$ cat src/rtl/riscv_pkg.sv
// Shared RV32 definitions for the M-extension sequencer: funct3 op encodings,
// the multiply/divide FSM state encoding and the default datapath width.
package riscv_pkg;

    localparam int XLEN_DEFAULT = 32;

    // funct3 encodings of the M-extension ops (funct7 = 0000001)
    typedef enum logic [2:0] {
        MULDIV_MUL    = 3'b000,
        MULDIV_MULH   = 3'b001,
        MULDIV_MULHSU = 3'b010,
        MULDIV_MULHU  = 3'b011,
        MULDIV_DIV    = 3'b100,
        MULDIV_DIVU   = 3'b101,
        MULDIV_REM    = 3'b110,
        MULDIV_REMU   = 3'b111
    } muldiv_op_e;

    // Sequencer states: accept, iterate, sign-correct, report
    typedef enum logic [1:0] {
        ST_IDLE = 2'd0,
        ST_CALC = 2'd1,
        ST_FIX  = 2'd2,
        ST_DONE = 2'd3
    } muldiv_state_e;

endpackage

$ cat src/rtl/muldiv_addsub.sv
// Adder/subtractor shared by every multiply/divide iteration and by the final
// sign correction. o_sum = i_a + (i_sub ? ~i_b : i_b) + i_cin, with carry-out.
module muldiv_addsub #(
    parameter int W = 33
) (
    input  logic [W-1:0] i_a,
    input  logic [W-1:0] i_b,
    input  logic         i_sub,
    input  logic         i_cin,
    output logic [W-1:0] o_sum,
    output logic         o_cout
);

    logic [W:0] w_full;

    // Single W-bit add; subtraction is invert-and-carry-in by the caller
    always_comb begin
        w_full = {1'b0, i_a} + {1'b0, i_b ^ {W{i_sub}}} + {{W{1'b0}}, i_cin};
    end

    assign o_sum  = w_full[W-1:0];
    assign o_cout = w_full[W];

endmodule

$ cat src/rtl/muldiv_sequencer.sv
// Multi-cycle RV32M MUL/DIV/REM controller. Operand magnitudes are latched at
// accept, XLEN shift-add / restoring-divide iterations run on a 2*XLEN
// accumulator through one shared add/sub unit, then one cycle applies the sign.
// Optional feature macro: MULDIV_EARLY_OUT_EN (zero-operand multiply and
// divide-by-zero finish straight from IDLE).
module muldiv_sequencer
    import riscv_pkg::*;
#(
    parameter int XLEN = XLEN_DEFAULT
) (
    input  logic            clk,
    input  logic            rst,
    input  logic            start,
    input  logic            flush,
    input  logic [2:0]      funct3,
    input  logic [XLEN-1:0] srcA,
    input  logic [XLEN-1:0] srcB,
    output logic            stall,
    output logic            done,
    output logic [XLEN-1:0] result
);

    localparam int CW = $clog2(XLEN);

    muldiv_state_e     r_state;
    muldiv_state_e     w_state_next;
    logic [CW-1:0]     r_cnt;
    logic [2*XLEN-1:0] r_acc;
    logic [XLEN-1:0]   r_opnd;
    logic              r_neg;
    logic [2:0]        r_op;
    logic [XLEN-1:0]   r_result;

    logic              w_accept;
    logic              w_early;
    logic              w_a_signed;
    logic              w_b_signed;
    logic              w_sa;
    logic              w_sb;
    logic              w_b_zero;
    logic              w_neg_in;
    logic [XLEN-1:0]   w_mag_a;
    logic [XLEN-1:0]   w_mag_b;
    logic [XLEN:0]     w_add_a;
    logic [XLEN:0]     w_add_b;
    logic              w_add_sub;
    logic              w_add_cin;
    logic [XLEN:0]     w_sum;
    logic              w_add_cout;
    logic [2*XLEN-1:0] w_acc_step;
    logic              w_lo_zero;
    logic              w_sel_hi;
    logic [XLEN-1:0]   w_raw;
    logic [XLEN-1:0]   w_fix_val;

    function automatic logic [XLEN-1:0] magnitude(input logic [XLEN-1:0] v, input logic neg);
        return neg ? (~v + XLEN'(1)) : v;
    endfunction

    assign w_accept = (r_state == ST_IDLE) && start && !flush;
    assign w_b_zero = (srcB == '0);

    // Operand signedness and result sign from the incoming funct3
    always_comb begin
        w_a_signed = 1'b0;
        w_b_signed = 1'b0;
        case (funct3)
            MULDIV_MUL, MULDIV_MULH, MULDIV_DIV, MULDIV_REM: begin
                w_a_signed = 1'b1;
                w_b_signed = 1'b1;
            end
            MULDIV_MULHSU: w_a_signed = 1'b1;
            default: ;
        endcase
        w_sa = w_a_signed & srcA[XLEN-1];
        w_sb = w_b_signed & srcB[XLEN-1];
        w_mag_a = magnitude(srcA, w_sa);
        w_mag_b = magnitude(srcB, w_sb);
        // Divide by zero keeps the all-ones quotient positive; remainder follows the dividend
        if (!funct3[2])
            w_neg_in = w_sa ^ w_sb;
        else if (!funct3[1])
            w_neg_in = !w_b_zero && (w_sa ^ w_sb);
        else
            w_neg_in = w_sa;
    end

`ifdef MULDIV_EARLY_OUT_EN
    logic            w_a_zero;
    logic [XLEN-1:0] w_early_res;
    assign w_a_zero    = (srcA == '0);
    assign w_early     = funct3[2] ? w_b_zero : (w_a_zero | w_b_zero);
    assign w_early_res = funct3[2] ? (funct3[1] ? srcA : '1) : '0;
`else
    assign w_early = 1'b0;
`endif

    muldiv_addsub #(.W(XLEN + 1)) u_addsub (
        .i_a    (w_add_a),
        .i_b    (w_add_b),
        .i_sub  (w_add_sub),
        .i_cin  (w_add_cin),
        .o_sum  (w_sum),
        .o_cout (w_add_cout)
    );

    assign w_lo_zero = (r_acc[XLEN-1:0] == '0);
    // High word holds MULH* products and remainders; low word MUL and quotients
    assign w_sel_hi  = r_op[2] ? r_op[1] : (r_op != MULDIV_MUL);
    assign w_raw     = w_sel_hi ? r_acc[2*XLEN-1:XLEN] : r_acc[XLEN-1:0];

    // Adder operand muxing: iteration step in CALC, negation in FIX
    always_comb begin
        w_add_a   = '0;
        w_add_b   = '0;
        w_add_sub = 1'b0;
        w_add_cin = 1'b0;
        case (r_state)
            ST_CALC: begin
                if (r_op[2]) begin
                    // Trial subtract on the left-shifted partial remainder (bit XLEN is the shifted-out bit)
                    w_add_a   = r_acc[2*XLEN-1:XLEN-1];
                    w_add_b   = {1'b0, r_opnd};
                    w_add_sub = 1'b1;
                    w_add_cin = 1'b1;
                end else begin
                    w_add_a = {1'b0, r_acc[2*XLEN-1:XLEN]};
                    w_add_b = r_acc[0] ? {1'b0, r_opnd} : '0;
                end
            end
            ST_FIX: begin
                if (!r_op[2] && r_op != MULDIV_MUL) begin
                    // High word of a negated 2*XLEN product: ~hi + carry out of ~lo + 1
                    w_add_a   = {1'b0, ~r_acc[2*XLEN-1:XLEN]};
                    w_add_cin = w_lo_zero;
                end else begin
                    w_add_b   = {1'b0, w_raw};
                    w_add_sub = 1'b1;
                    w_add_cin = 1'b1;
                end
            end
            default: ;
        endcase
    end

    // Next accumulator value for one multiply or divide iteration
    always_comb begin
        if (r_op[2])
            w_acc_step = w_add_cout ? {w_sum[XLEN-1:0], r_acc[XLEN-2:0], 1'b1}
                                    : {r_acc[2*XLEN-2:0], 1'b0};
        else
            w_acc_step = {w_sum, r_acc[XLEN-1:1]};
        w_fix_val = r_neg ? w_sum[XLEN-1:0] : w_raw;
    end

    // FSM state register
    always_ff @(posedge clk or negedge rst) begin
        if (!rst)
            r_state <= ST_IDLE;
        else
            r_state <= w_state_next;
    end

    // FSM next state and handshake outputs; flush overrides everything
    always_comb begin
        w_state_next = r_state;
        stall        = 1'b0;
        done         = 1'b0;
        case (r_state)
            ST_IDLE: begin
                if (start) begin
                    stall        = 1'b1;
                    w_state_next = w_early ? ST_DONE : ST_CALC;
                end
            end
            ST_CALC: begin
                stall = 1'b1;
                if (r_cnt == '0)
                    w_state_next = ST_FIX;
            end
            ST_FIX: begin
                stall        = 1'b1;
                w_state_next = ST_DONE;
            end
            ST_DONE: begin
                done         = 1'b1;
                w_state_next = ST_IDLE;
            end
            default: w_state_next = ST_IDLE;
        endcase
        if (flush) begin
            w_state_next = ST_IDLE;
            stall        = 1'b0;
            done         = 1'b0;
        end
    end

    // Work registers: load at accept, iterate in CALC, commit result in FIX
    always_ff @(posedge clk or negedge rst) begin
        if (!rst) begin
            r_cnt    <= '0;
            r_acc    <= '0;
            r_opnd   <= '0;
            r_neg    <= 1'b0;
            r_op     <= '0;
            r_result <= '0;
        end else begin
            case (r_state)
                ST_IDLE: begin
                    if (w_accept) begin
                        r_op  <= funct3;
                        r_neg <= w_neg_in;
                        r_cnt <= CW'(XLEN - 1);
                        if (funct3[2]) begin
                            r_acc  <= {{XLEN{1'b0}}, w_mag_a};
                            r_opnd <= w_mag_b;
                        end else begin
                            r_acc  <= {{XLEN{1'b0}}, w_mag_b};
                            r_opnd <= w_mag_a;
                        end
`ifdef MULDIV_EARLY_OUT_EN
                        if (w_early)
                            r_result <= w_early_res;
`endif
                    end
                end
                ST_CALC: begin
                    if (!flush) begin
                        r_acc <= w_acc_step;
                        if (r_cnt != '0)
                            r_cnt <= r_cnt - CW'(1);
                    end
                end
                ST_FIX: begin
                    if (!flush)
                        r_result <= w_fix_val;
                end
                default: ;
            endcase
        end
    end

    assign result = r_result;

endmodule
$ cat config.mk
export PLATFORM = sky130hd
export DESIGN_NAME = muldiv_sequencer
export DESIGN_NICKNAME = d
export VERILOG_FILES = /design/src/rtl/riscv_pkg.sv /design/src/rtl/muldiv_addsub.sv /design/src/rtl/muldiv_sequencer.sv
export SDC_FILE = /design/constraint.sdc
export NUM_CORES = 1
export LEC_CHECK = 0
export BUFFER_PORTS_ARGS = -buffer_cell sky130_fd_sc_hd__buf_2
export CAP_MARGIN = 5
export CORE_ASPECT_RATIO = 1.1
export CORE_MARGIN = 8
export CORE_UTILIZATION = 59
export CTS_CLUSTER_SIZE = 12
export DETAILED_ROUTE_END_ITERATION = 8
export PLACE_DENSITY = 0.82
export SYNTH_ARGS = -nofsm -noshare
export SYNTH_HDL_FRONTEND = slang
export SYNTH_HIERARCHICAL = 1
export SYNTH_SLANG_ARGS = --single-unit
$ cat constraint.sdc
create_clock -name clk -period 11.35 [get_ports clk]
set_clock_uncertainty 0.05 [all_clocks]
set_input_delay 1.135 -clock clk [delete_from_list [all_inputs] [get_ports clk]]
set_output_delay 1.135 -clock clk [all_outputs]
set_load 0.02 [all_outputs]
### Word-level counts from Yosys, hierarchy flattened

Index checks and enable logic that the tools add are counted.

* register bits: 139
* logic and storage cells: 96
* input bits: 71
* output and inout port bits: 34

* multiplexer cells: 41
* add/subtract/negate cells: 5
* reduce and logical (&&, ||, !) cells: 23
* bitwise logic cells: 8
* equal/unequal tests: 12

Operators with widths (count)
* $mux 32: 10
* $mux 64: 4
* $pmux 64 s2: 1
* $not 32->32: 3
* $pmux 33 s2: 1
* $add 32x1->32 const B: 2
* $logic_not 32->1: 2
* $pmux 32 s2: 1
* $add 33x33->34: 1
* $add 34x1->34: 1
* $mux 33: 1
* $xor 32x33->33: 1
* $mux 5: 3
* $mux 1: 12
* $pmux 5 s2: 1
* $pmux 2 s4: 1
* $eq 3x3->1 const B: 2
* $mux 2: 3
* $ne 2x2->1 const B: 3
* $ne 3x3->1 const B: 2
* $pmux 1 s2: 3
* $reduce_and 2->1: 3
* $logic_not 5->1: 1
* $reduce_bool 5->1: 1
* other kinds (19): 26

### Logic depth before layout (Yosys ltp)

Gate-level depths: netlist of the first run.

* depth in word-level cells: 12
* mapped depth: 22
* depth with buffers taken out: 20

### Cells and area by module

The synthesis of the first run kept the hierarchy.

By module, submodules not included
* muldiv_sequencer: instances 1, area an instance 10446.3 um^2, cells each 1340
* muldiv_addsub: instances 1, area an instance 2343.5 um^2, cells each 330

### Worst setup path after synthesis of the first run

Ideal clock, no wire load.

* path kind: reg2reg
* start point: register r_op[2]
* end point: register r_acc[60]
* arrival: 4.768 ns
* cell stages (with the launch flop): 21
* path slack: 6.399 ns
* path through: dfrtp_1 > clkbuf_1 > buf_1 > nand2_1 > a21oi_1 > clkbuf_1 > clkbuf_1 > xor2_1 > ha_1 > and3_1 > o211a_1 > a21oi_2 > o31a_1 > o31ai_2 > a221o_1 > clkbuf_1 > buf_1 > mux2i_1 > nor2_1 > a21oi_1 > o21ai_0

RTL lines
* start: declaration: RTL line muldiv_sequencer.sv:31 `logic [2:0] r_op;`
* start signal: assignment: RTL line muldiv_sequencer.sv:211 `r_op <= funct3;`
* $reduce_bool 3->1 or $logic_not 1->1 (tied branches): RTL line muldiv_sequencer.sv:132 `if (!r_op[2] && r_op != MULDIV_MUL) begin`
* $logic_and 1x1->1: RTL line muldiv_sequencer.sv:132
* $mux 1: RTL line muldiv_sequencer.sv:132
* $pmux 1 s2 *: RTL line muldiv_sequencer.sv:118 `case (r_state)`
* via w_add_sub: RTL line muldiv_sequencer.sv:46 `logic w_add_sub;`
* $xor 32x33->33 *: RTL line muldiv_addsub.sv:18 `w_full = {1'b0, i_a} + {1'b0, i_b ^ {W{i_sub}}} + {{W{1'b0}}, i_cin};`
* $add 33x33->34 *: RTL line muldiv_addsub.sv:18
* $add 34x1->34 *: RTL line muldiv_addsub.sv:18
* via w_add_cout: RTL line muldiv_sequencer.sv:49 `logic w_add_cout;`
* $mux 64 *: RTL line muldiv_sequencer.sv:149 `w_acc_step = w_add_cout ? {w_sum[XLEN-1:0], r_acc[XLEN-2:0], 1'b1}`
* $mux 64 *: RTL line muldiv_sequencer.sv:148 `if (r_op[2])`
* $mux 64 *: RTL line muldiv_sequencer.sv:228 `if (!flush) begin`
* $pmux 64 s2 *: RTL line muldiv_sequencer.sv:208 `case (r_state)`
* end signal: assignment: RTL line muldiv_sequencer.sv:215 `r_acc <= {{XLEN{1'b0}}, w_mag_a};`
* end signal: assignment: RTL line muldiv_sequencer.sv:218 `r_acc <= {{XLEN{1'b0}}, w_mag_b};`
* end signal: assignment: RTL line muldiv_sequencer.sv:229 `r_acc <= w_acc_step;`
* end: declaration: RTL line muldiv_sequencer.sv:28 `logic [2*XLEN-1:0] r_acc;`

Mark *: on every way through the listed nets, which the timed path passes. The rest lies on a longest branch. The select of a mux whose other input is x is not followed.
A chain may end at the register's enable or synchronous reset.

### Final worst setup path of the first run

* start point: register r_op[2]
* end point: register r_acc[44]

* longest elaborated chain between the ends: 12

RTL lines
* $reduce_bool 3->1: RTL line muldiv_sequencer.sv:109, muldiv_sequencer.sv:132
* $mux 1: RTL line muldiv_sequencer.sv:109 `assign w_sel_hi = r_op[2] ? r_op[1] : (r_op != MULDIV_MUL);`
* $mux 32: RTL line muldiv_sequencer.sv:110 `assign w_raw = w_sel_hi ? r_acc[2*XLEN-1:XLEN] : r_acc[XLEN-1:0];`
* $mux 32: RTL line muldiv_sequencer.sv:132
* $pmux 32 s2 *: RTL line muldiv_sequencer.sv:118
* via w_add_b[5]: RTL line muldiv_sequencer.sv:45 `logic [XLEN:0] w_add_b;`
* $xor 32x33->33 *: RTL line muldiv_addsub.sv:18
* $add 33x33->34 *: RTL line muldiv_addsub.sv:18
* $add 34x1->34 *: RTL line muldiv_addsub.sv:18
* via w_add_cout: RTL line muldiv_sequencer.sv:49
* $mux 64 *: RTL line muldiv_sequencer.sv:149
* $mux 64 *: RTL line muldiv_sequencer.sv:148
* $mux 64 *: RTL line muldiv_sequencer.sv:228
* $pmux 64 s2 *: RTL line muldiv_sequencer.sv:208

Marks and branches as above.

==> impl_metrics.py, run 1 <==
metrics = {
    "timing": {
        "setup-violations-final": 0,
        "relSlewSlack_pct": 22.3,
        "rsz0062_at_grt": "no",
        "clock.fmax_mhz": 158,
        "setup_tns_ps": 0,
        "timing.final.crit_share_pct": 55.9,
        "finalHoldViolCount": 0,
        "max_slew.worst_pin.slew_ps": 1170,
        "fin_crit_ps": 6340,
        "drv_slew": 0,
    },
    "clock_tree": {
        "clk_pin_slew_worst_paths_ps": 60,
        "numClockSinks": 139,
        "cts-root-buf": "clkbuf_16",
        "clk_latency_ps": 430,
        "cts_setup_buffers": 0,
        "cts_tree": "built",
        "postCtsHoldBufs": 0,
        "cts-htree-levels": 4,
        "cts_buffers": 17,
        "post_cts_resized": 0,
        "ctsLongestPathBuffers": 2,
    },
    "global_routing": {
        "grt_use_met1_pct": 40.9,
        "grt_util_met2_pct": 46.1,
        "grt_usage_pct": 30.0,
        "grt_max_degree": 96,
        "grt_pass1_wl_um": 64900,
        "grt_use_met3_pct": 6.34,
        "antenna_found_initial": 0,
        "grt_pass1_vias": 12256,
        "grt_busiest_layer": "met2",
        "grt.overflow.total": 0,
    },
    "synth": {
        "synth_cells": 1670,
        "avgSynthCellArea_um2": 7.66,
        "synth_fp_nets": 1784,
        "async_reset_ff_share_pct": 100,
        "yosysSeqAreaShare_pct": 27.2,
        "syn_area_mm2": 0.0128,
        "synth.distinct_cells": 82,
        "synth_seq_cells": 139,
        "yosysTopAreaCellShare_pct": 27.2,
        "yosysTopAreaCell": "dfrtp_1",
        "ys_warn_count": 6,
        "ys_top_cells_by_area": "dfrtp_1, a21oi_1, mux2i_1, nand2_1, nor2_1",
        "yosys_most_used_dff": "dfrtp_1",
        "synth-edff-count": 0,
    },
    "final_layout": {
        "layout-drive-gt1-share_pct": 13.5,
        "multi_input_area_mm2": 0.00879,
        "syn_to_final_growth_pct": 9.51,
        "antennaDiodeCount": 0,
        "nets": 1804,
        "register_area_mm2": 0.00348,
        "nFillCells": 1816,
        "layout.cells.non_filler": 1992,
    },
    "setup_path": {
        "r2r_cells": 20,
        "cp_top_family": "compound AO/OA/AOI/OAI gates",
        "crit_fanout": 95,
        "crit_chain": "inv_2 > buf_4 > a21oi_4 > buf_4 > mux2i_1 > nor2_1 > a21oi_1 > nor2_1 > xor2_1 > ha_1 > and3_1 > o211a_1 > a21oi_2 > o31a_1 > o31ai_2 > a221o_2 > mux2i_1 > nor2_1 > a21oi_1 > o21ai_0",
        "r2r_setup_slack_ps": 5010,
        "crit_buf_inv": 3,
        "reg2reg_from": "r_op[2]",
        "crit_top_cell": "nor2_1",
        "crit_required_ps": 11600,
        "worstSetupEndpointType": "flip-flop",
        "setup.worst_path.start_class": "flip-flop",
        "cp.arrival_ps": 6590,
        "path_class": "reg2reg",
        "critPathSlowestCell": "a221o_2",
        "worst_r2r_endpoint": "r_acc[44]",
        "critPathMaxStageDelay_ps": 1000,
    },
    "min_path": {
        "worstHoldStart": "result[11]",
        "holdPathEnd": "result[11]",
        "hold_class": "reg2reg",
        "hold_path_depth": 2,
    },
    "power": {
        "peakVddDrop_mv": 0.138,
        "switching_share_pct": 51.1,
        "power.density_mw_per_mm2": 268,
        "power.total_uw": 3750,
        "internal_power_uw": 1840,
        "p_leak_uw": 0.00613,
        "p_sw_uw": 1920,
        "power.share.combinational_pct": 57.5,
        "clockPowerShare_pct": 15.7,
        "p_seq_share_pct": 26.7,
    },
    "route": {
        "wl_per_cell_um": 19.9,
        "vias": 12976,
        "via_per_inst": 6.51,
        "wl_um": 39700,
        "drc": 0,
        "drtIter0Drc": 1517,
        "first_pass_iters": 8,
        "ant_nets": 0,
    },
    "placement": {
        "gp_congestion": 0.943,
        "place_hpwl_um": 28900,
        "dpl.cell_count": 1961,
        "numPortBuffers": 104,
    },
    "floorplanning": {
        "core_mm2": 0.0213,
        "dieHeight_um": 170,
        "die_area_mm2": 0.0267,
        "ios": 105,
        "die_w_um": 156,
        "start_util_pct": 60.0,
        "fp-row-count": 56,
    },
    "outcome": {
        "status": "completed",
    },
    "run": {
        "maxCapViolCount": 0,
    },
}
power groups by stage:
stage               Combinational, µW  Sequential [µW]  Clock, µW
CTS                              2110              986        591
global placement                 2040              982          0
finish                           2160             1000        590
global route                     2350             1020        615
detailed placement               2090              990          0
floorplan                        1540              917          0
per-stage QoR:
stage | worst slack (ps) | cell area [µm²] | hold slack, ps | util (%)
global placement | 5350 | 13400 | 407 | 62.9
finish | 5010 | 14000 | 418 | 65.8
CTS | 5180 | 14000 | 429 | 65.8
detailed placement | 5220 | 13400 | 415 | 62.9
global route | 4660 | 14000 | 445 | 65.8
floorplan | 6400 | 12800 | 389 | -
cell usage after synthesis (6+ instances only):
cell      instances
xnor2_1          48
xor2_1           70
nor3_1           22
buf_1            18
and3_1           31
a41oi_1           8
dfrtp_1         139
o31ai_1           6
nor4_1           19
nand3_1          20
o21ai_0         117
o221ai_1         13
inv_1            23
ha_1             41
mux2_2           32
and2_1            9
a21oi_1         177
a31oi_1          25
or2_2            11
o21ai_1          10
o211ai_1         40
buf_2             7
mux2i_1          87
o21a_1           13
or3_1            12
a21o_1           16
nor2_1          200
o311ai_0          9
a211oi_1         15
or4_1             7
nand4_1           9
a221o_1           6
clkbuf_1         97
nand2_1         223
routing by layer:
| layer | vias to the layer above | wire length (µm) |
|---|---|---|
| li1 | 6055 | - |
| met1 | 6093 | 16900 |
| met2 | 745 | 17800 |
| met3 | 83 | 4040 |
| met4 | 0 | 1030 |
| met5 | - | 0 |
cell type report:
class,instances,share of cell area [%]
clock inverter,14,1.31
clock buffer,17,3.04
inverter,24,0.643
tap,290,2.59
multi-input combinational,1385,62.8
sequential,139,24.9
timing repair buffer,123,4.78
how the worst max path moves through the flow:
stage                  from        end  slack, ps  depth (start not counted)
finish              r_op[2]  r_acc[44]       5010                         20
CTS                 r_op[2]  r_acc[44]       5180                         20
detailed placement  r_op[2]  r_acc[37]       5220                         20
global route        r_op[2]  r_acc[44]       4660                         20
floorplan           r_op[2]  r_acc[60]       6400                         20
global placement    r_op[2]  r_acc[58]       5350                         21
registers in the layout, indices dropped and copies added, names as in the netlist:
register and count:
r_acc 64, r_cnt 5, r_neg 1, r_op 3, r_opnd 32, r_state 2, result 32
cells by family after synthesis:
| kind of cell | Yosys count | synth area share [%] |
|---|---|---|
| simple gates | 591 | 21.0 |
| compound gates | 513 | 25.4 |
| buf+inv | 146 | 4.35 |
| flops | 139 | 27.2 |
| mux | 119 | 9.63 |
| xor+xnor | 118 | 8.08 |
| fa+ha+maj | 43 | 4.32 |
| other cells | 1 | 0.0293 |
worst reg2reg max path, cell delays in order, from the launching register on:
cell and delay [ps]:
dfrtp_2 870, inv_2 40, buf_4 420, a21oi_4 280, buf_4 500, mux2i_1 390
nor2_1 70, a21oi_1 130, nor2_1 70, xor2_1 160, ha_1 350, and3_1 230
o211a_1 200, a21oi_2 100, o31a_1 370, o31ai_2 320, a221o_2 1000, mux2i_1 300
nor2_1 70, a21oi_1 180, o21ai_0 100
layout by cell type, fill, tap and decap left out, drive strengths merged, types with 15 or more instances in the layout:
master,Yosys,final
a211oi,15,15
nor4,21,21
ha,41,41
xnor2,48,48
o21ai,128,128
clkbuf,97,17
nor2,200,200
and3,31,31
buf,25,123
inv,23,31
nand3,20,20
a31oi,25,25
a21oi,181,181
mux2i,87,87
nor3,25,25
xor2,70,70
a21o,17,17
nand2,224,224
o211ai,40,40
dfrtp,139,139
mux2,32,32
Power figures use the tool's default switching activity.
==> inputs of run 2 (changes only) <==
==> constraint.sdc (replaced) <==
create_clock -name clk -period 6.5 [get_ports clk]
set_clock_uncertainty 0.05 [all_clocks]
set_input_delay 0.65 -clock clk [delete_from_list [all_inputs] [get_ports clk]]
set_output_delay 0.65 -clock clk [all_outputs]
set_load 0.02 [all_outputs]
==> run 2 against run 1 <==
Compared with the run above:
- routed wire length is 0.47% higher
- highest routed layer unchanged
- register-to-register slack worse by 4000 ps
- hold slack worse by 220 ps
- total power is 73% higher
==> impl_metrics.py, run 2 (synthesis gave the netlist of run 1 again) <==
metrics = {
    "outcome": {
        "status": "completed",
    },
    "floorplanning": {
        "core_mm2": 0.0213,
        "fp-row-count": 56,
        "dieHeight_um": 170,
        "ios": 105,
        "die_w_um": 156,
        "start_util_pct": 60.0,
        "die_area_mm2": 0.0267,
    },
    "final_layout": {
        "nets": 1807,
        "layout-drive-gt1-share_pct": 13.7,
        "antennaDiodeCount": 0,
        "final_common_cell": "nand2_1",
        "final_core_util_pct": 65.7,
        "syn_to_final_growth_pct": 9.38,
        "largest_reg_flops": 64,
        "final_cell_mix": "nand2_1, nor2_1, a21oi_1, dfrtp_1, o21ai_0",
        "finalInstanceArea_mm2": 0.0140,
        "nFillCells": 1804,
        "largest_register": "r_acc",
    },
    "clock_tree": {
        "cts_tree": "built",
        "cts_setup_buffers": 0,
        "postCtsHoldBufs": 0,
        "clk_pin_slew_worst_paths_ps": 70,
        "post_cts_resized": 0,
        "ctsLongestPathBuffers": 2,
        "cts-htree-levels": 4,
        "numClockSinks": 139,
        "cts-root-buf": "clkbuf_16",
        "cts_buffers": 17,
        "clk_latency_ps": 440,
    },
    "setup_path": {
        "critPathSlowestCell": "a221o_2",
        "crit_required_ps": 6760,
        "worstSetupEndpointType": "flip-flop",
        "critPathMaxStageDelay_ps": 1020,
        "cp.arrival_ps": 5740,
        "cp_top_family": "compound AO/OA/AOI/OAI gates",
        "crit_fanout": 33,
        "crit_chain": "inv_1 > ha_1 > o21ai_2 > a21oi_4 > xor2_1 > ha_1 > and3_1 > o211a_1 > a21oi_2 > o31a_1 > o31ai_2 > a221o_2 > mux2i_1 > nor2_1 > a21oi_1 > o21ai_0",
        "crit_buf_inv": 1,
        "crit_top_cell": "ha_1",
        "setup.worst_path.start_class": "flip-flop",
        "path_class": "reg2reg",
    },
    "route": {
        "via_per_inst": 6.58,
        "wl_per_cell_um": 20.0,
        "drtIter0Drc": 1646,
        "met2WireLength_um": 17900,
        "wl_met3_um": 3780,
        "wl_um": 39900,
        "vias": 13142,
        "highest_layer": "met4",
        "ant_nets": 0,
        "wl_met1_um": 16900,
        "first_pass_iters": 8,
        "drc": 0,
    },
    "power": {
        "peakVddDrop_mv": 0.254,
        "p_leak_uw": 0.00614,
        "power.density_mw_per_mm2": 463,
    },
    "global_routing": {
        "grt_max_degree": 95,
        "grt_usage_pct": 29.8,
        "antenna_found_initial": 0,
        "grt_pass1_wl_um": 64700,
        "grt_pass1_vias": 12493,
        "grt.overflow.total": 0,
    },
    "placement": {
        "numPortBuffers": 104,
        "place_area_mm2": 0.0134,
        "place_hpwl_um": 29100,
        "gp_congestion": 0.943,
        "detailedPlace.worstSlack_ps": 1210,
    },
    "timing": {
        "max_slew.worst_pin.slew_ps": 1180,
        "finalHoldViolCount": 0,
        "setup_ws_ps": 1010,
        "setup_tns_ps": 0,
        "clock.fmax_mhz": 182,
        "fin_crit_ps": 5490,
        "relSlewSlack_pct": 21.1,
        "drv_slew": 0,
        "setup-violations-final": 0,
        "hold_slack_ps": 196,
        "timing.final.crit_share_pct": 84.4,
        "rsz0062_at_grt": "no",
    },
    "min_path": {
        "hold_class": "in2async",
    },
    "run": {
        "maxCapViolCount": 0,
    },
}
==> run 2: cell types whose count changed in the layout (fill, tap and decap cells not counted) <==
cell / previous run / this run
clkinv_4: 0 / 2
inv_8: 1 / 4
bufinv_16: 3 / 0
buf_4: 19 / 22
clkinvlp_4: 4 / 0
clkinv_8: 0 / 1
inv_6: 6 / 7
clkinv_2: 0 / 1
==> run 2: report_power, final <==
part           switching (µW)  internal [µW]  leakage, µW
logic                    2430           1360      0.00410
clock network             453            510     0.000284
registers                 486           1240      0.00176
==> run 2: final timing paths <==
path,from,to,slack (ps),cells past startpoint
setup / recovery,r_state[0],r_acc[58],1010,16
hold / removal,rst,result[7],200,1
setup reg to reg,r_state[0],r_acc[58],1010,16
hold reg to reg,result[4],result[4],420,2
max in group asynchronous,rst,r_op[2],4780,2
min in group clk,result[4],result[4],420,2
==> run 2: final cells by class <==
type | instances | area (µm²) | share of cell area [%]
Inverter | 24 | 90.1 | 0.644
Timing Repair Buffer | 126 | 692 | 4.95
Clock buffer | 17 | 425 | 3.04
Multi-Input combinational cell | 1385 | 8790 | 62.9
Sequential cell | 139 | 3480 | 24.9
Clock inverter | 15 | 145 | 1.04
Tap cell | 290 | 363 | 2.59
==> run 2: through the flow <==
stage	cells	power, µW
finish	1996	6480
detailed placement	1964	5370
floorplan	1670	4280
global route	1996	6880
CTS	1996	6360
global placement	1964	5290
==> run 2: layer usage <==
layer,vias up,GRT usage [%]
li1,6077,-
met2,786,47.2
met4,0,11.6
met5,-,0
met1,6158,40.4
met3,121,4.41
==> run 2: worst register-to-register path, stage by stage, from the launching register on <==
cell and delay, ps:
dfrtp_1 430, inv_1 120, ha_1 320, o21ai_2 150, a21oi_4 670, xor2_1 200
ha_1 430, and3_1 240, o211a_1 190, a21oi_2 100, o31a_1 370, o31ai_2 360
a221o_2 1020, mux2i_1 380, nor2_1 80, a21oi_1 150, o21ai_0 90
